## src/rtl/gbfofm_port_arbiter_pkg.sv

```systemverilog
// Purpose : shared encodings for the OFM global-buffer port arbiter.
// Latency : n/a (types and constants only).
// Backpr. : n/a.
// Contents: FSM state encoding, owner encoding, beat-counter width.
package gbfofm_port_arbiter_pkg;

  typedef enum logic [1:0] {
    IDLE   = 2'd0,
    WR_OWN = 2'd1,
    RD_OWN = 2'd2
  } state_e;

  typedef enum logic {
    OWN_WR = 1'b0,
    OWN_RD = 1'b1
  } owner_e;

  // BURST_LEN is limited to 1..15, so 4 bits always hold BURST_LEN-1.
  localparam int BEAT_CNT_W = 4;

endpackage

```

## src/rtl/gbfofm_port_arbiter_if.sv

```systemverilog
// Purpose : bundles the writer, reader, SRAM-wrapper and status signals of the arbiter.
// Latency : n/a (wiring only).
// Backpr. : wr_ready/rd_ready are the only backpressure; read data has none.
// Modports: slave = arbiter view, master = surrounding logic (requesters + SRAM wrapper).
interface gbfofm_port_arbiter_if #(
  parameter int SRAM_DEPTH_BIT = 6,
  parameter int SRAM_WIDTH     = 28,
  parameter int CNT_W          = 16
);
  logic                      wr_valid;
  logic [SRAM_DEPTH_BIT-1:0] wr_addr;
  logic [SRAM_WIDTH-1:0]     wr_data;
  logic                      wr_ready;
  logic                      rd_valid;
  logic [SRAM_DEPTH_BIT-1:0] rd_addr;
  logic                      rd_ready;
  logic                      rd_data_valid;
  logic [SRAM_WIDTH-1:0]     rd_data;
  logic                      mem_read_en;
  logic                      mem_write_en;
  logic [SRAM_DEPTH_BIT-1:0] mem_addr_r;
  logic [SRAM_DEPTH_BIT-1:0] mem_addr_w;
  logic [SRAM_WIDTH-1:0]     mem_data_in;
  logic [SRAM_WIDTH-1:0]     mem_data_out;
  logic                      busy;
  logic [CNT_W-1:0]          stat_conflict;
  logic [CNT_W-1:0]          stat_switch;

  modport slave (
    input  wr_valid, wr_addr, wr_data, rd_valid, rd_addr, mem_data_out,
    output wr_ready, rd_ready, rd_data_valid, rd_data,
           mem_read_en, mem_write_en, mem_addr_r, mem_addr_w, mem_data_in,
           busy, stat_conflict, stat_switch
  );

  modport master (
    output wr_valid, wr_addr, wr_data, rd_valid, rd_addr, mem_data_out,
    input  wr_ready, rd_ready, rd_data_valid, rd_data,
           mem_read_en, mem_write_en, mem_addr_r, mem_addr_w, mem_data_in,
           busy, stat_conflict, stat_switch
  );

endinterface

```

## src/rtl/gbfofm_sat_counter.sv

```systemverilog
// Purpose : saturating event counter (sticks at all-ones), synchronous clear.
// Latency : count reflects i_inc one cycle later.
// Backpr. : none.
// Ports   : clk, rst_n (async active-low), i_inc, i_clear, o_count[CNT_W].
module gbfofm_sat_counter #(
  parameter int CNT_W = 16
) (
  input  logic             clk,
  input  logic             rst_n,
  input  logic             i_inc,
  input  logic             i_clear,
  output logic [CNT_W-1:0] o_count
);

  logic [CNT_W-1:0] r_count;

  always_ff @(posedge clk or negedge rst_n) begin
    if (!rst_n) begin
      r_count <= '0;
    end else if (i_clear) begin
      r_count <= '0;
    end else if (i_inc && (r_count != '1)) begin
      r_count <= r_count + 1'b1;
    end
  end

  assign o_count = r_count;

endmodule

```

## src/rtl/gbfofm_port_arbiter.sv

```systemverilog
// Purpose : single-port OFM global-buffer scheduler between PE writer and DRAM write-back reader.
// Latency : grant is combinational; rd_data_valid follows an accepted read by one cycle.
// Backpr. : bounded bursts of BURST_LEN beats when contended; reader must sink every data beat.
// Ports   : clk, rst_n (async active-low), io_bus (slave modport: requesters, SRAM wrapper, status).
// Option  : define GBFOFM_ARB_STATS_EN to build the conflict/switch counters; otherwise they read 0.
module gbfofm_port_arbiter
  import gbfofm_port_arbiter_pkg::*;
#(
  parameter int SRAM_DEPTH_BIT = 6,
  parameter int SRAM_WIDTH     = 28,
  parameter int BURST_LEN      = 4,
  parameter int CNT_W          = 16
) (
  input  logic                   clk,
  input  logic                   rst_n,
  gbfofm_port_arbiter_if.slave   io_bus
);

  localparam logic [BEAT_CNT_W-1:0] BEAT_MAX = BEAT_CNT_W'(BURST_LEN - 1);

  state_e                  r_state;
  owner_e                  r_last_owner;
  logic [BEAT_CNT_W-1:0]   r_beat_cnt;
  logic                    r_busy;
  logic                    r_rd_data_valid;

  logic                    w_gnt_wr;
  logic                    w_gnt_rd;
  logic                    w_burst_done;
  logic                    w_mem_read_en;
  logic [BEAT_CNT_W-1:0]   w_beat_inc;
  logic [SRAM_DEPTH_BIT-1:0] w_addr_w;
  logic [SRAM_DEPTH_BIT-1:0] w_addr_r;
  logic [SRAM_WIDTH-1:0]     w_data_in;

  // The owner has used its full burst once the count reaches BURST_LEN-1;
  // it only yields if the other side is actually waiting.
  assign w_burst_done = (r_beat_cnt == BEAT_MAX);
  assign w_beat_inc   = w_burst_done ? BEAT_MAX : (r_beat_cnt + 1'b1);

  // At most one grant; a dropping owner hands over in the same cycle.
  always_comb begin
    w_gnt_wr = 1'b0;
    w_gnt_rd = 1'b0;
    case (r_state)
      WR_OWN: begin
        if (io_bus.wr_valid && !(io_bus.rd_valid && w_burst_done)) w_gnt_wr = 1'b1;
        else if (io_bus.rd_valid)                                   w_gnt_rd = 1'b1;
      end
      RD_OWN: begin
        if (io_bus.rd_valid && !(io_bus.wr_valid && w_burst_done)) w_gnt_rd = 1'b1;
        else if (io_bus.wr_valid)                                   w_gnt_wr = 1'b1;
      end
      default: begin
        if (io_bus.wr_valid && io_bus.rd_valid) begin
          // Tie from idle alternates against whoever went last.
          if (r_last_owner == OWN_RD) w_gnt_wr = 1'b1;
          else                        w_gnt_rd = 1'b1;
        end else begin
          w_gnt_wr = io_bus.wr_valid;
          w_gnt_rd = io_bus.rd_valid;
        end
      end
    endcase
  end

  assign w_mem_read_en = io_bus.rd_valid & w_gnt_rd;

  always_ff @(posedge clk or negedge rst_n) begin
    if (!rst_n) begin
      r_state         <= IDLE;
      r_last_owner    <= OWN_RD;
      r_beat_cnt      <= '0;
      r_busy          <= 1'b0;
      r_rd_data_valid <= 1'b0;
    end else begin
      r_rd_data_valid <= w_mem_read_en;
      if (w_gnt_wr) begin
        r_state      <= WR_OWN;
        r_last_owner <= OWN_WR;
        r_busy       <= 1'b1;
        r_beat_cnt   <= (r_state == WR_OWN) ? w_beat_inc : '0;
      end else if (w_gnt_rd) begin
        r_state      <= RD_OWN;
        r_last_owner <= OWN_RD;
        r_busy       <= 1'b1;
        r_beat_cnt   <= (r_state == RD_OWN) ? w_beat_inc : '0;
      end else begin
        r_state    <= IDLE;
        r_busy     <= 1'b0;
        r_beat_cnt <= '0;
      end
    end
  end

  assign w_addr_w  = io_bus.wr_addr;
  assign w_addr_r  = io_bus.rd_addr;
  assign w_data_in = io_bus.wr_data;

  assign io_bus.wr_ready      = w_gnt_wr;
  assign io_bus.rd_ready      = w_gnt_rd;
  assign io_bus.mem_write_en  = io_bus.wr_valid & w_gnt_wr;
  assign io_bus.mem_read_en   = w_mem_read_en;
  assign io_bus.mem_addr_w    = w_addr_w;
  assign io_bus.mem_addr_r    = w_addr_r;
  assign io_bus.mem_data_in   = w_data_in;
  assign io_bus.rd_data       = io_bus.mem_data_out;
  assign io_bus.rd_data_valid = r_rd_data_valid;
  assign io_bus.busy          = r_busy;

`ifdef GBFOFM_ARB_STATS_EN
  logic w_conflict;
  logic w_switch;

  assign w_conflict = io_bus.wr_valid & io_bus.rd_valid;
  // Only owner-to-owner handovers count; leaving or entering IDLE does not.
  assign w_switch   = ((r_state == WR_OWN) && w_gnt_rd) || ((r_state == RD_OWN) && w_gnt_wr);

  gbfofm_sat_counter #(.CNT_W(CNT_W)) u_stat_conflict (
    .clk     (clk),
    .rst_n   (rst_n),
    .i_inc   (w_conflict),
    .i_clear (1'b0),
    .o_count (io_bus.stat_conflict)
  );

  gbfofm_sat_counter #(.CNT_W(CNT_W)) u_stat_switch (
    .clk     (clk),
    .rst_n   (rst_n),
    .i_inc   (w_switch),
    .i_clear (1'b0),
    .o_count (io_bus.stat_switch)
  );
`else
  assign io_bus.stat_conflict = {CNT_W{1'b0}};
  assign io_bus.stat_switch   = {CNT_W{1'b0}};
`endif

endmodule

```

## src/flat_wrapper.sv

```systemverilog
// flat-port wrapper written by rule: the top's interface ports become plain ports
module gbfofm_port_arbiter_flat import gbfofm_port_arbiter_pkg::*;
#(
  parameter int SRAM_DEPTH_BIT = 6,
  parameter int SRAM_WIDTH     = 28,
  parameter int BURST_LEN      = 4,
  parameter int CNT_W          = 16
)
  (clk, rst_n, io_bus_wr_valid, io_bus_wr_addr, io_bus_wr_data, io_bus_rd_valid, io_bus_rd_addr, io_bus_mem_data_out, io_bus_wr_ready, io_bus_rd_ready, io_bus_rd_data_valid, io_bus_rd_data, io_bus_mem_read_en, io_bus_mem_write_en, io_bus_mem_addr_r, io_bus_mem_addr_w, io_bus_mem_data_in, io_bus_busy, io_bus_stat_conflict, io_bus_stat_switch);
  gbfofm_port_arbiter_if #(.SRAM_DEPTH_BIT(SRAM_DEPTH_BIT), .SRAM_WIDTH(SRAM_WIDTH), .CNT_W(CNT_W)) io_bus_i ();
  input  logic clk;
  input  logic rst_n;
  input wire logic [$bits(io_bus_i.wr_valid)-1:0] io_bus_wr_valid;
  input wire logic [$bits(io_bus_i.wr_addr)-1:0] io_bus_wr_addr;
  input wire logic [$bits(io_bus_i.wr_data)-1:0] io_bus_wr_data;
  input wire logic [$bits(io_bus_i.rd_valid)-1:0] io_bus_rd_valid;
  input wire logic [$bits(io_bus_i.rd_addr)-1:0] io_bus_rd_addr;
  input wire logic [$bits(io_bus_i.mem_data_out)-1:0] io_bus_mem_data_out;
  output wire logic [$bits(io_bus_i.wr_ready)-1:0] io_bus_wr_ready;
  output wire logic [$bits(io_bus_i.rd_ready)-1:0] io_bus_rd_ready;
  output wire logic [$bits(io_bus_i.rd_data_valid)-1:0] io_bus_rd_data_valid;
  output wire logic [$bits(io_bus_i.rd_data)-1:0] io_bus_rd_data;
  output wire logic [$bits(io_bus_i.mem_read_en)-1:0] io_bus_mem_read_en;
  output wire logic [$bits(io_bus_i.mem_write_en)-1:0] io_bus_mem_write_en;
  output wire logic [$bits(io_bus_i.mem_addr_r)-1:0] io_bus_mem_addr_r;
  output wire logic [$bits(io_bus_i.mem_addr_w)-1:0] io_bus_mem_addr_w;
  output wire logic [$bits(io_bus_i.mem_data_in)-1:0] io_bus_mem_data_in;
  output wire logic [$bits(io_bus_i.busy)-1:0] io_bus_busy;
  output wire logic [$bits(io_bus_i.stat_conflict)-1:0] io_bus_stat_conflict;
  output wire logic [$bits(io_bus_i.stat_switch)-1:0] io_bus_stat_switch;
  assign io_bus_i.wr_valid = io_bus_wr_valid;
  assign io_bus_i.wr_addr = io_bus_wr_addr;
  assign io_bus_i.wr_data = io_bus_wr_data;
  assign io_bus_i.rd_valid = io_bus_rd_valid;
  assign io_bus_i.rd_addr = io_bus_rd_addr;
  assign io_bus_i.mem_data_out = io_bus_mem_data_out;
  assign io_bus_wr_ready = io_bus_i.wr_ready;
  assign io_bus_rd_ready = io_bus_i.rd_ready;
  assign io_bus_rd_data_valid = io_bus_i.rd_data_valid;
  assign io_bus_rd_data = io_bus_i.rd_data;
  assign io_bus_mem_read_en = io_bus_i.mem_read_en;
  assign io_bus_mem_write_en = io_bus_i.mem_write_en;
  assign io_bus_mem_addr_r = io_bus_i.mem_addr_r;
  assign io_bus_mem_addr_w = io_bus_i.mem_addr_w;
  assign io_bus_mem_data_in = io_bus_i.mem_data_in;
  assign io_bus_busy = io_bus_i.busy;
  assign io_bus_stat_conflict = io_bus_i.stat_conflict;
  assign io_bus_stat_switch = io_bus_i.stat_switch;
  gbfofm_port_arbiter #(.SRAM_DEPTH_BIT(SRAM_DEPTH_BIT), .SRAM_WIDTH(SRAM_WIDTH), .BURST_LEN(BURST_LEN), .CNT_W(CNT_W)) u_core (.clk(clk), .rst_n(rst_n), .io_bus(io_bus_i));
endmodule
```

## config.mk

```make
export PLATFORM = sky130hd
export DESIGN_NAME = gbfofm_port_arbiter_flat
export DESIGN_NICKNAME = d
export VERILOG_FILES = /design/src/rtl/gbfofm_port_arbiter_pkg.sv /design/src/rtl/gbfofm_port_arbiter_if.sv /design/src/rtl/gbfofm_sat_counter.sv /design/src/rtl/gbfofm_port_arbiter.sv /design/src/flat_wrapper.sv
export SDC_FILE = /design/constraint.sdc
export NUM_CORES = 1
export LEC_CHECK = 0
export BUFFER_PORTS_ARGS = -buffer_cell sky130_fd_sc_hd__buf_4
export CAP_MARGIN = 0
export CORE_AREA = 2 2 69 71
export CTS_CLUSTER_SIZE = 40
export DETAILED_ROUTE_END_ITERATION = 10
export DIE_AREA = 0 0 71 73
export PLACE_DENSITY = 0.87
export SLEW_MARGIN = 20
export SYNTH_ARGS = -nofsm -noshare
export SYNTH_HDL_FRONTEND = slang
export SYNTH_SLANG_ARGS = --single-unit
```

## constraint.sdc

```tcl
create_clock -name clk -period 1.9 [get_ports clk]
set_input_delay 0.285 -clock clk [delete_from_list [all_inputs] [get_ports clk]]
set_output_delay 0.285 -clock clk [all_outputs]
set_load 0.02 [all_outputs]
```

* Word level (Yosys, flattened, before mapping) *
Index checks and enable logic that the tools add are counted.

storage, ports and cells
  logic and storage cells = 42
  output and inout port bits = 106
  register bits after elaboration = 9
  input port bits = 72

cells by class
  reductions and logical operators = 8
  equal/unequal tests = 3
  muxes and demuxes = 23
  add/sub/neg operators = 1
  bitwise gates (word level) = 2

operator list
  cell                 count
  $mux 4               5
  $mux 1               14
  $logic_and 1x1->1    5
  $add 4x1->4 const B  1
  $eq 4x2->1 const B   1
  $mux 2               2
  $pmux 1 s2           2
  $and 1x1->1          2
  $eq 2x1->1 const B   1
  $eq 2x2->1 const B   1
  $logic_not 1->1      2
  $reduce_bool 2->1    1

* Logic depth before layout (Yosys ltp) *
Gate-level depths: netlist of the first run.

  depth after elaboration = 8
  mapped depth = 6
  depth with buffers taken out = 6

* Least setup slack after synthesis of the first run *
Ideal clock, no wire load.

  kind = reg-to-output
  start point = register u_core.r_state[0]
  end point = output io_bus_mem_read_en
  stages on the path, launching flop included = 6
  path buffers = 0
  data required time = 1615 ps
  path slack = 101 ps
  arrival time = 1514 ps
  cells stage by stage = dfrtp_1 -> inv_1 -> ha_1 -> nand3_1 -> o311ai_0 -> nor3_1

between the ends
  word-level cells in the longest chain between the ends = 3
  elaborated cells between the ends (all ways) = 4
  classes of those cells = 2 x eq/ne; 1 x mux; 1 x bitwise

RTL lines
  element                                          line                       RTL
  start: declaration                               gbfofm_port_arbiter.sv:21  state_e r_state;
  start signal: assignment                         gbfofm_port_arbiter.sv:71  r_state <= IDLE;
  start signal: assignment                         gbfofm_port_arbiter.sv:79  r_state <= WR_OWN;
  start signal: assignment                         gbfofm_port_arbiter.sv:84  r_state <= RD_OWN;
  $eq 2x2->1 / $eq 2x1->1 (equally long branches)  gbfofm_port_arbiter.sv:45  case (r_state)
  $pmux 1 s2 *                                     gbfofm_port_arbiter.sv:45
  $and 1x1->1 *                                    gbfofm_port_arbiter.sv:67  assign w_mem_read_en = io_bus.rd_valid & w_gnt_rd;
  end: declaration                                 flat_wrapper.sv:23         output wire logic [$bits(io_bus_i.mem_read_en)-1:0] io_bus_mem_read_en;

Mark *: on every way between the ends. The rest lies on a longest branch, timed or not.

* Final worst setup path of the first run *
  start point = register u_core.r_beat_cnt[0]
  end point = output io_bus_wr_ready

between the ends
  word-level cells in the longest chain between the ends = 6
  elaborated cells between the ends (all ways) = 10
  classes of those cells = 1 x eq/ne; 3 x mux; 6 x reduce/logical

RTL lines
  element                               line                                                  RTL
  start: declaration                    gbfofm_port_arbiter.sv:23                             logic [BEAT_CNT_W-1:0] r_beat_cnt;
  start signal: assignment              gbfofm_port_arbiter.sv:82                             r_beat_cnt <= (r_state == WR_OWN) ? w_beat_inc : '0;
  start signal: assignment              gbfofm_port_arbiter.sv:87                             r_beat_cnt <= (r_state == RD_OWN) ? w_beat_inc : '0;
  $eq 4x2->1 *                          gbfofm_port_arbiter.sv:38                             assign w_burst_done = (r_beat_cnt == BEAT_MAX);
  $logic_and 1x1->1 (on tied branches)  gbfofm_port_arbiter.sv:51, gbfofm_port_arbiter.sv:47
  $logic_not 1->1 (on tied branches)    gbfofm_port_arbiter.sv:51, gbfofm_port_arbiter.sv:47
  $logic_and 1x1->1 (on tied branches)  gbfofm_port_arbiter.sv:51, gbfofm_port_arbiter.sv:47
  $mux 1 (on tied branches)             gbfofm_port_arbiter.sv:51, gbfofm_port_arbiter.sv:47
  $pmux 1 s2 *                          gbfofm_port_arbiter.sv:45
  end: declaration                      flat_wrapper.sv:19                                    output wire logic [$bits(io_bus_i.wr_ready)-1:0] io_bus_wr_ready;

Marks and branches as above.

==> results of run 1 <==
[how the worst min path moves through the flow]
stage	slack, ns	end	cells past startpoint	start
after CTS	0.41	u_core.io_bus.busy$_DFF_PN0_	2	rst_n
after detailed placement	0.12	u_core.io_bus.busy$_DFF_PN0_	1	rst_n
after floorplan	-0.01	u_core.io_bus.busy$_DFF_PN0_	0	rst_n
final	0.42	u_core.io_bus.busy$_DFF_PN0_	2	rst_n
after global placement	0.11	u_core.io_bus.busy$_DFF_PN0_	1	rst_n
after global routing	0.42	u_core.io_bus.busy$_DFF_PN0_	2	rst_n
[stage by stage]
step | cells | power (mW) | hold slack (ns) | cell area, um2
2_1_floorplan | 181 | 0.9099 | -0.01059 | 1370
3_3_place_gp | 146 | 0.8339 | 0.1135 | 769.5
3_5_place_dp | 146 | 0.8472 | 0.1151 | 769.5
4_1_cts | 154 | 1.158 | 0.4081 | 877.1
5_1_grt | 157 | 1.366 | 0.4205 | 938.4
6_report | 157 | 1.263 | 0.4183 | 938.4
[critical path, cell delays in order (launching register included)]
cell,delay (ns)
dfrtp_1,0.36
ha_2,0.19
nor3b_4,0.26
o311ai_2,0.13
o32a_1,0.40
inv_2,0.08
buf_6,0.11
[state kept, by name (all words and copies together) (netlist names)]
signal / count
u_core.r_beat_cnt: 4
u_core.r_state: 2
u_core.io_bus.busy: 1
u_core.io_bus.rd_data_valid: 1
u_core.r_last_owner: 1
[kinds of logic (layout without fill, tap and decap cells)]
group / Yosys count / after routing / synth area share, %
adders and majority gates: 3 / 3 / 2.994
other: 1 / 32 / 0.2991
DFF: 9 / 9 / 18.06
xor gates and xnor gates: 1 / 1 / 0.6987
AOI/OAI and AO/OA: 8 / 8 / 4.591
buffers and inverters: 107 / 29 / 61.98
and+or+nand+nor: 21 / 21 / 11.38
[metal layers]
| layer | track usage, % | share of wire, % | vias up |
|---|---|---|---|
| met3 | 1.657 | 13 | 35 |
| li1 | - | - | 247 |
| met2 | 8.619 | 39 | 62 |
| met5 | 0 | 0 | - |
| met4 | 12.79 | 14 | 0 |
| met1 | 7.137 | 33 | 269 |
[cell type report]
class	instances	area (um2)
Fill cell	479	3597
Multi-Input combinational cell	65	420.4
Sequential cell	9	226.5
Timing Repair Buffer	18	152.6
Tap cell	54	67.56
Clock buffer	4	45.04
Inverter	7	26.28
[repair_timing]
item	CTS	global route
gates resized for setup	5	11
setup buffers	3	3
pin swaps	1	2
setup endpoints to repair	4	4
hold buffers	1	0
hold endpoints to repair	8	0
[cell usage in the layout, fill, tap and decap left out, drive strengths merged]
cell         count
conb            32
buf             17
dfrtp            8
inv              7
nor2             4
clkbuf           4
a21oi            3
ha               3
nand2            2
nand2b           2
nor3b            2
nand3            2
o311ai           2
nor3             2
nor4b            1
and4b            1
nor2b            1
o32a             1
nand3b           1
nand4b           1
and3             1
a22oi            1
xor2             1
and2             1
o21a             1
dlygate4sd3      1
dfstp            1
[power groups by stage]
stage / Combinational [mW] / Clock, mW / Sequential (mW)
after floorplan: 0.598 / 0 / 0.312
after global routing: 0.813 / 0.248 / 0.305
after CTS: 0.634 / 0.231 / 0.293
after detailed placement: 0.555 / 0 / 0.292
after global placement: 0.544 / 0 / 0.290
final: 0.741 / 0.222 / 0.299
==> flow_metrics.env, run 1 <==
export IMPL_yosys_area_top_type="buf_4"
export IMPL_ys_top_cells_by_count="buf_4, dfrtp_1, inv_1"
export IMPL_cp_start_kind="flip-flop"
export IMPL_dieHeight_um=73
export IMPL_grt_pass1_wl_um=2663
export IMPL_vdd_drop_max_v=0.0007777
export IMPL_arrival_ns=1.77
export IMPL_clkLatencyLatePin_ns=0.23
export IMPL_grt_start_max_net_pins=10
export IMPL_syn_area_per_cell_um2=8.358
export IMPL_hold_viol_final=0
export IMPL_drt_vias_per_instance=3.904
export IMPL_period_needed_ns=2.050
export IMPL_cts_buffer_depth=2
export IMPL_fin_tns_setup_ns=-0.4772
export IMPL_yosysWarnings=0
export IMPL_htreeDepth=1
export IMPL_vias=613
export IMPL_drc=0
export IMPL_synth_async_reset_ratio_pct=100.0
export IMPL_p_clk_share_pct=17.6
export IMPL_post_drt_wl_per_cell_um=11.85
export IMPL_reg2reg_to="u_core.r_state[1]$_DFF_PN0_"
export IMPL_hold_class="primary input to async pin"
export IMPL_drive_gt1_share_pct=32.04
export IMPL_cts_tree="built"
export IMPL_slew_viol_final=0
export IMPL_p_comb_share_pct=58.7
export IMPL_crit_fanout=3
export IMPL_rr_startpoint="u_core.r_beat_cnt[0]$_DFF_PN0_"
export IMPL_critPathKind="flip-flop to output pin"
export IMPL_place_gp_congestion=0.9213
export IMPL_dr_pass1_iters=4
export IMPL_synthesis_instances=150
export IMPL_utilization_pct=20.69
export IMPL_endpoint="io_bus_wr_ready"
export IMPL_die_w_um=71
export IMPL_violations="negative setup slack"
export IMPL_core_area_um2=4536
export IMPL_nNetsFinal=179
export IMPL_antenna_found_initial=0
export IMPL_postRouteAntennaNets=0
export IMPL_cts_sinks=9
export IMPL_syn_area_um2=1254
export IMPL_synth_area_leaders="buf_4, dfrtp_1, ha_1"
export IMPL_ys_flop_type="dfrtp_1"
export IMPL_critical_path_required_ns=1.62
export IMPL_clk_pin_slew_ns=0.04
export IMPL_crit_start="u_core.r_beat_cnt[0]$_DFF_PN0_"
export IMPL_p_int_mw=0.7475
export IMPL_switchingPower_mw=0.5151
export IMPL_cts_root_buf="clkbuf_8"
export IMPL_setup_viol=4
export IMPL_cts_buffers=3
export IMPL_synth_seq_cells=9
export IMPL_rows=25
export IMPL_initial_core_util_pct=27.64
export IMPL_setup_slack_ns=-0.1503
export IMPL_synth_most_common_cell="buf_4"
export IMPL_die_area_um2=5183
export IMPL_port_buffers=9
export IMPL_max_cap_viol_count=0
export IMPL_crit_path_end_kind="output pin"
export IMPL_area_growth_syn_to_layout_pct=-25.15
export IMPL_pre_cts_slack_ns=-0.005471
export IMPL_power_share_sequential_pct=23.7
export IMPL_powerDensity_nw_per_um2=1345
export IMPL_leakage_nw=0.4604
export IMPL_initialDrtViolationCount=21
export IMPL_drt_total_wl_um=1861
export IMPL_gr_total_overflow=0
export IMPL_rsz0062_at_grt="true"
export IMPL_status="complete, but fails checks"
export IMPL_timing_fmax_mhz=487.7
export IMPL_finalCritPeriodShare_pct=107.9
export IMPL_finClkSkew_ns=0.001884
export IMPL_hpwl_um=1356
export IMPL_ys_seq_area_share_pct=18.06
export IMPL_ys_types=28
export IMPL_grt_usage_pct=6.977
export IMPL_ios=178
export IMPL_synth_top_area_share_pct=59.88
export IMPL_grt_pass1_vias=567
export IMPL_reg2reg_slack_ns=0.15
export IMPL_r2r_cells=6
export IMPL_num_antenna_cells=0
export IMPL_synth_edf_count=0
export IMPL_switching_share_pct=40.80
Note: power is estimated with default switching activity, not from simulation.
==> inputs of run 2 (changes only) <==
RECOVER_POWER = 50   (was not set)
==> run 2 against run 1 <==
Net effect:
- clock skew hardly changed
- critical path type unchanged
- final area is 0.40% lower
- via count is 0.16% lower
- clock power hardly changed
- the flow still finishes with violations (negative setup slack)
- die area stayed put
- global-route usage stayed put
- fmax is 0.18% higher
- flip-flop and latch count stayed put
==> flow_metrics.env, run 2 (synthesis results as in run 1) <==
export IMPL_max_cap_viol_count=0
export IMPL_hold_class="primary input to flip-flop"
export IMPL_hpwl_um=1356
export IMPL_num_antenna_cells=0
export IMPL_cts_root_buf="clkbuf_8"
export IMPL_core_area_um2=4536
export IMPL_rsz0062_at_grt="true"
export IMPL_p_total_mw=1.260
export IMPL_clk_pin_slew_ns=0.04
export IMPL_drive_gt1_share_pct=31.07
export IMPL_period_needed_ns=2.047
export IMPL_rows=25
export IMPL_die_area_um2=5183
export IMPL_initialDrtViolationCount=21
export IMPL_worstHoldEndpoint="u_core.io_bus.rd_data_valid$_DFF_PN0_"
export IMPL_rr_startpoint="u_core.r_beat_cnt[0]$_DFF_PN0_"
export IMPL_arrival_ns=1.76
export IMPL_largest_register_ffs=4
export IMPL_dr_pass1_iters=4
export IMPL_postRouteAntennaNets=0
export IMPL_fin_cells=157
export IMPL_dp_cells=146
export IMPL_area_sequential_um2=226.5
export IMPL_powerDensity_nw_per_um2=1348
export IMPL_ios=178
export IMPL_gr_total_overflow=0
export IMPL_timing_fmax_mhz=488.6
export IMPL_dieHeight_um=73
export IMPL_antenna_found_initial=0
export IMPL_min_delay_start="io_bus_rd_valid"
export IMPL_initial_core_util_pct=27.64
export IMPL_drc=0
export IMPL_drt_vias_per_instance=3.898
export IMPL_area_growth_syn_to_layout_pct=-25.45
export IMPL_leakage_nw=0.4568
export IMPL_critical_path_required_ns=1.62
export IMPL_hold_viol_final=0
export IMPL_final_common_cell="conb_1"
export IMPL_drt_total_wl_um=1866
export IMPL_grt_pass1_wl_um=2663
export IMPL_utilization_pct=20.61
export IMPL_grt_usage_pct=6.977
export IMPL_crit_fanout=3
export IMPL_slew_viol_final=0
export IMPL_reg2reg_slack_ns=0.15
export IMPL_fillers=481
export IMPL_violations="negative setup slack"
export IMPL_finalCritPeriodShare_pct=107.7
export IMPL_die_w_um=71
export IMPL_cts_tree="built"
export IMPL_vdd_drop_max_v=0.0007754
export IMPL_setup_slack_ns=-0.1467
export IMPL_clkLatencyLatePin_ns=0.23
export IMPL_vias=612
export IMPL_port_buffers=9
export IMPL_htreeDepth=1
export IMPL_multi_input_area_um2=420.4
export IMPL_status="complete, but fails checks"
export IMPL_regMostFlops="u_core.r_beat_cnt"
export IMPL_hold_path_depth=4
export IMPL_cts_buffer_depth=2
export IMPL_r2r_cells=6
export IMPL_cts_buffers=3
export IMPL_pre_cts_slack_ns=-0.005471
export IMPL_largestRegisters="u_core.r_beat_cnt (4), u_core.r_state (2)"
export IMPL_place_gp_congestion=0.9213
export IMPL_grt_pass1_vias=567
export IMPL_crit_path_end_kind="output pin"
export IMPL_post_drt_wl_per_cell_um=11.89
export IMPL_nNetsFinal=179
export IMPL_critPathKind="flip-flop to output pin"
export IMPL_cts_sinks=9
export IMPL_grt_start_max_net_pins=10
export IMPL_setup_viol=4
export IMPL_reg2reg_to="u_core.r_state[1]$_DFF_PN0_"
export IMPL_cp_start_kind="flip-flop"
export IMPL_final_cell_mix="conb_1, buf_4, dfrtp_1"
export IMPL_finClkSkew_ns=0.002037
run 2: changes by cell type in the layout (fill, tap and decap cells not counted):
cell      change
clkbuf_1      +1
buf_4         -1
run 2: worst max-delay path by stage:
stage,endpoint,startpoint,slack [ns]
detailed placement,io_bus_mem_write_en,u_core.r_beat_cnt[0]$_DFF_PN0_,-0.005
global route,io_bus_wr_ready,u_core.r_beat_cnt[0]$_DFF_PN0_,-0.26
floorplan,io_bus_mem_read_en,u_core.r_state[0]$_DFF_PN0_,0.10
finish,io_bus_wr_ready,u_core.r_beat_cnt[0]$_DFF_PN0_,-0.15
CTS,io_bus_wr_ready,u_core.r_beat_cnt[0]$_DFF_PN0_,-0.18
global placement,io_bus_wr_ready,u_core.r_beat_cnt[0]$_DFF_PN0_,0.07
run 2: power by group:
| part | leakage [nW] | switching (mW) | internal (mW) |
|---|---|---|---|
| logic | 0.318 | 0.400 | 0.340 |
| clock network | 0.0228 | 0.0752 | 0.146 |
| registers | 0.116 | 0.0390 | 0.260 |
run 2: layout make-up:
class                   count  share of cell area, %
multi-input cells          65                  44.98
flip-flops and latches      9                  24.23
inverters                   7                  2.811
clock buffers               4                  4.819
well taps                  54                  7.229
repair buffers             18                  15.93
run 2: per-layer routing:
| layer | track usage [%] | routed length, um | vias up |
|---|---|---|---|
| met1 | 7.137 | 619 | 268 |
| met5 | 0 | 0 | - |
| li1 | - | - | 248 |
| met3 | 1.657 | 251 | 35 |
| met4 | 12.79 | 267 | 0 |
| met2 | 8.619 | 727 | 61 |
run 2: what timing repair did:
action / CTS / global route
buffers inserted: 3 / 3
cloned: 0 / 0
pin swaps: 1 / 2
resized for setup: 5 / 11
setup endpoints to repair: 4 / 4
hold endpoints to repair: 8 / 0
hold buffers: 1 / 0
run 2: stage by stage:
stage	area, um2	setup TNS (ns)	hold WS (ns)
after floorplan	1370	0	-0.01059
after detailed placement	769.5	-0.01020	0.1151
after CTS	877.1	-0.6145	0.4081
final	934.6	-0.4672	0.4663
after global routing	934.6	-0.8826	0.4736
after global placement	769.5	0	0.1135
run 2: worst max-delay path, cell delays in order (launching register included):
cell and delay, ns:
dfrtp_1 0.36, ha_2 0.19, nor3b_4 0.26, o311ai_2 0.13, o32a_1 0.40, inv_2 0.08, buf_6 0.11
==> inputs of run 3 (changes only) <==
ABC_AREA = 1   (was not set)
CORE_AREA = 2 2 68 70   (was 2 2 69 71)
DIE_AREA = 0 0 70 72   (was 0 0 71 73)
PLACE_DENSITY = 0.91   (was 0.87)
==> run 3 against run 2 <==
Net effect:
- the flow now finishes without violations
- worst setup slack improved by 0.22 ns
- count of clock-buffer cells in the layout is the same
- combinational power is 16% higher
- via count grew 16%
- cell count rose by 15%
- core utilization rose by 1.3 points
- critical path type unchanged
- fmax is 12% higher
- final area is 0.13% lower
- sequential power about the same
==> flow_metrics.env, run 3 <==
export IMPL_status="finished, final reports clean"
export IMPL_post_drt_wl_per_cell_um=11.73
export IMPL_clkLatencyLatePin_ns=0.24
export IMPL_max_cap_viol_count=0
export IMPL_ys_types=20
export IMPL_initial_core_util_pct=31.13
export IMPL_synth_edf_count=0
export IMPL_arrival_ns=1.54
export IMPL_grt_start_max_net_pins=10
export IMPL_final_common_cell="conb_1"
export IMPL_powerDensity_nw_per_um2=1483
export IMPL_leakage_nw=0.5309
export IMPL_cts_buffers=3
export IMPL_yosysWarnings=0
export IMPL_critPathMostFrequentCell="inv_2"
export IMPL_wl_met2_um=895
export IMPL_die_w_um=70
export IMPL_synth_top_area_share_pct=56.55
export IMPL_critPathKind="flip-flop to output pin"
export IMPL_reg2reg_slack_ns=0.43
export IMPL_wl_met3_um=312
export IMPL_cts_sinks=9
export IMPL_synth_most_common_cell="buf_4"
export IMPL_setup_viol=0
export IMPL_ios=178
export IMPL_area_growth_syn_to_layout_pct=-29.69
export IMPL_drc=0
export IMPL_grt_usage_pct=7.964
export IMPL_port_buffers=9
export IMPL_hold_viol_final=0
export IMPL_place_gp_congestion=0.8283
export IMPL_clk_pin_slew_ns=0.05
export IMPL_vias=708
export IMPL_crit_path_cell_trace="ha_1 > inv_2 > a21oi_4 > o21ai_2 > nand2_4 > inv_2 > buf_4"
export IMPL_synth_seq_cells=9
export IMPL_p_comb_share_pct=61.9
export IMPL_crit_family="flip-flops"
export IMPL_nNetsFinal=205
export IMPL_synthesis_instances=181
export IMPL_hold_class="primary input to flip-flop"
export IMPL_syn_area_um2=1328
export IMPL_dieHeight_um=72
export IMPL_cts_root_buf="clkbuf_8"
export IMPL_finalCritPeriodShare_pct=95.98
export IMPL_p_int_mw=0.7299
export IMPL_p_clk_share_pct=16.7
export IMPL_timing_hold_ws_ns=0.3992
export IMPL_antenna_found_initial=0
export IMPL_grt_pass1_wl_um=2953
export IMPL_final_cell_mix="conb_1, nand2_1, inv_1"
export IMPL_critical_path_buf_inv_count=3
export IMPL_largestRegisters="u_core.r_beat_cnt (4), u_core.r_state (2)"
export IMPL_setup_slack_ns=0.07646
export IMPL_critical_path_required_ns=1.62
export IMPL_gr_total_overflow=0
export IMPL_initialDrtViolationCount=16
export IMPL_synth_async_reset_ratio_pct=100.0
export IMPL_vdd_drop_max_v=0.0003469
export IMPL_largest_register_ffs=4
export IMPL_cts_buffer_depth=2
export IMPL_slew_viol_final=0
export IMPL_cts_tree="built"
export IMPL_crit_path_end_kind="output pin"
export IMPL_yosys_area_top_type="buf_4"
export IMPL_crit_fanout=6
export IMPL_htreeDepth=1
export IMPL_wl_met1_um=666
export IMPL_drive_gt1_share_pct=20.93
export IMPL_area_sequential_um2=226.5
export IMPL_syn_area_per_cell_um2=7.334
export IMPL_hpwl_um=1566
export IMPL_period_needed_ns=1.824
export IMPL_drt_total_wl_um=2124
export IMPL_timing_fmax_mhz=548.4
export IMPL_cpMaxStageDelayCell="dfrtp_1"
export IMPL_power_share_sequential_pct=21.4
export IMPL_grt_pass1_vias=639
export IMPL_ys_top_cells_by_count="buf_4, nand2_1, inv_1"
export IMPL_ys_seq_area_share_pct=17.06
export IMPL_rows=24
export IMPL_switchingPower_mw=0.6548
export IMPL_dr_pass1_iters=4
export IMPL_p_total_mw=1.385
export IMPL_core_area_um2=4264
export IMPL_multi_input_area_um2=432.9
export IMPL_fillers=474
export IMPL_regMostFlops="u_core.r_beat_cnt"
export IMPL_cp_start_kind="flip-flop"
export IMPL_fin_tns_setup_ns=0
export IMPL_ys_flop_type="dfrtp_1"
export IMPL_postRouteAntennaNets=0
export IMPL_dr_max_layer_used="met4"
export IMPL_synth_area_leaders="buf_4, dfrtp_1, nand2_1"
export IMPL_die_area_um2=5040
export IMPL_num_antenna_cells=0
export IMPL_finClkSkew_ns=0.001951
export IMPL_pre_cts_slack_ns=0.2034
export IMPL_switching_share_pct=47.29
export IMPL_critPathMaxStageDelay_ns=0.38
export IMPL_drt_vias_per_instance=3.912
[run 3: changes by cell type in the layout (fill, tap and decap cells not counted), sizes merged, moves of 4 or more]
cell	before	now
nand2	2	22
buf	16	12
inv	7	17
nand3	2	11
nor2	4	12
[run 3: timing repair]
item,4_1_cts,5_1_grt
hold endpoints to repair,8,0
hold buffers,1,0
pin swaps,0,1
endpoints found under the setup margin,2,4
setup buffers,0,3
gates resized for setup,3,4
[run 3: layout make-up]
type	instances	area share, %
inverters	17	6.836
multi-input cells	86	46.38
repair buffers	13	10.72
flip-flops and latches	9	24.26
clock buffers	4	4.826
well taps	52	6.971
[run 3: power by group through the flow]
stage	Sequential [mW]	Combinational (mW)	Clock, mW
after floorplan	0.306	0.742	0
final	0.296	0.857	0.232
after global placement	0.285	0.704	0
after detailed placement	0.285	0.727	0
after global routing	0.303	0.945	0.248
after CTS	0.285	0.751	0.238
[run 3: final timing paths]
| kind | from | cells after the start | to |
|---|---|---|---|
| worst min register to register | u_core.r_last_owner$_DFFE_PN1P_ | 3 | u_core.r_last_owner$_DFFE_PN1P_ |
| min in group asynchronous | rst_n | 2 | u_core.r_state[1]$_DFF_PN0_ |
| max in group asynchronous | rst_n | 2 | u_core.r_last_owner$_DFFE_PN1P_ |
| worst min-delay path | io_bus_rd_valid | 3 | u_core.io_bus.busy$_DFF_PN0_ |
| worst max register to register | u_core.r_state[1]$_DFF_PN0_ | 8 | u_core.io_bus.busy$_DFF_PN0_ |
| worst max-delay path | u_core.r_state[1]$_DFF_PN0_ | 7 | io_bus_wr_ready |
[run 3: logic make-up after synthesis]
kind of cell,after synthesis,share of synthesized area [%]
adders and majority gates,3,2.828
buffers and inverters,117,61.36
AOI/OAI and AO/OA,3,1.130
and+or+nand+nor,47,16.68
other,1,0.2825
xor gates and xnor gates,1,0.6599
DFF,9,17.06
[run 3: worst min-delay path: cells and delay by family]
kind | cells | cell delay (ns)
buffers and inverters | 1 | 0.12
and+or+nand+nor | 2 | 0.20
[run 3: metal layers]
layer / track usage (%) / vias to the layer above
met5: 0 / -
met4: 14.32 / 0
met3: 4.306 / 37
met2: 10.48 / 57
met1: 6.319 / 303
li1: - / 311
[run 3: metrics by stage]
step / cell area [um2] / util (%) / std cells
floorplan: 1444 / - / 212
global placement: 825.8 / 19.37 / 173
detailed placement: 825.8 / 19.37 / 173
CTS: 890.9 / 20.89 / 178
global route: 933.4 / 21.89 / 181
finish: 933.4 / 21.89 / 181
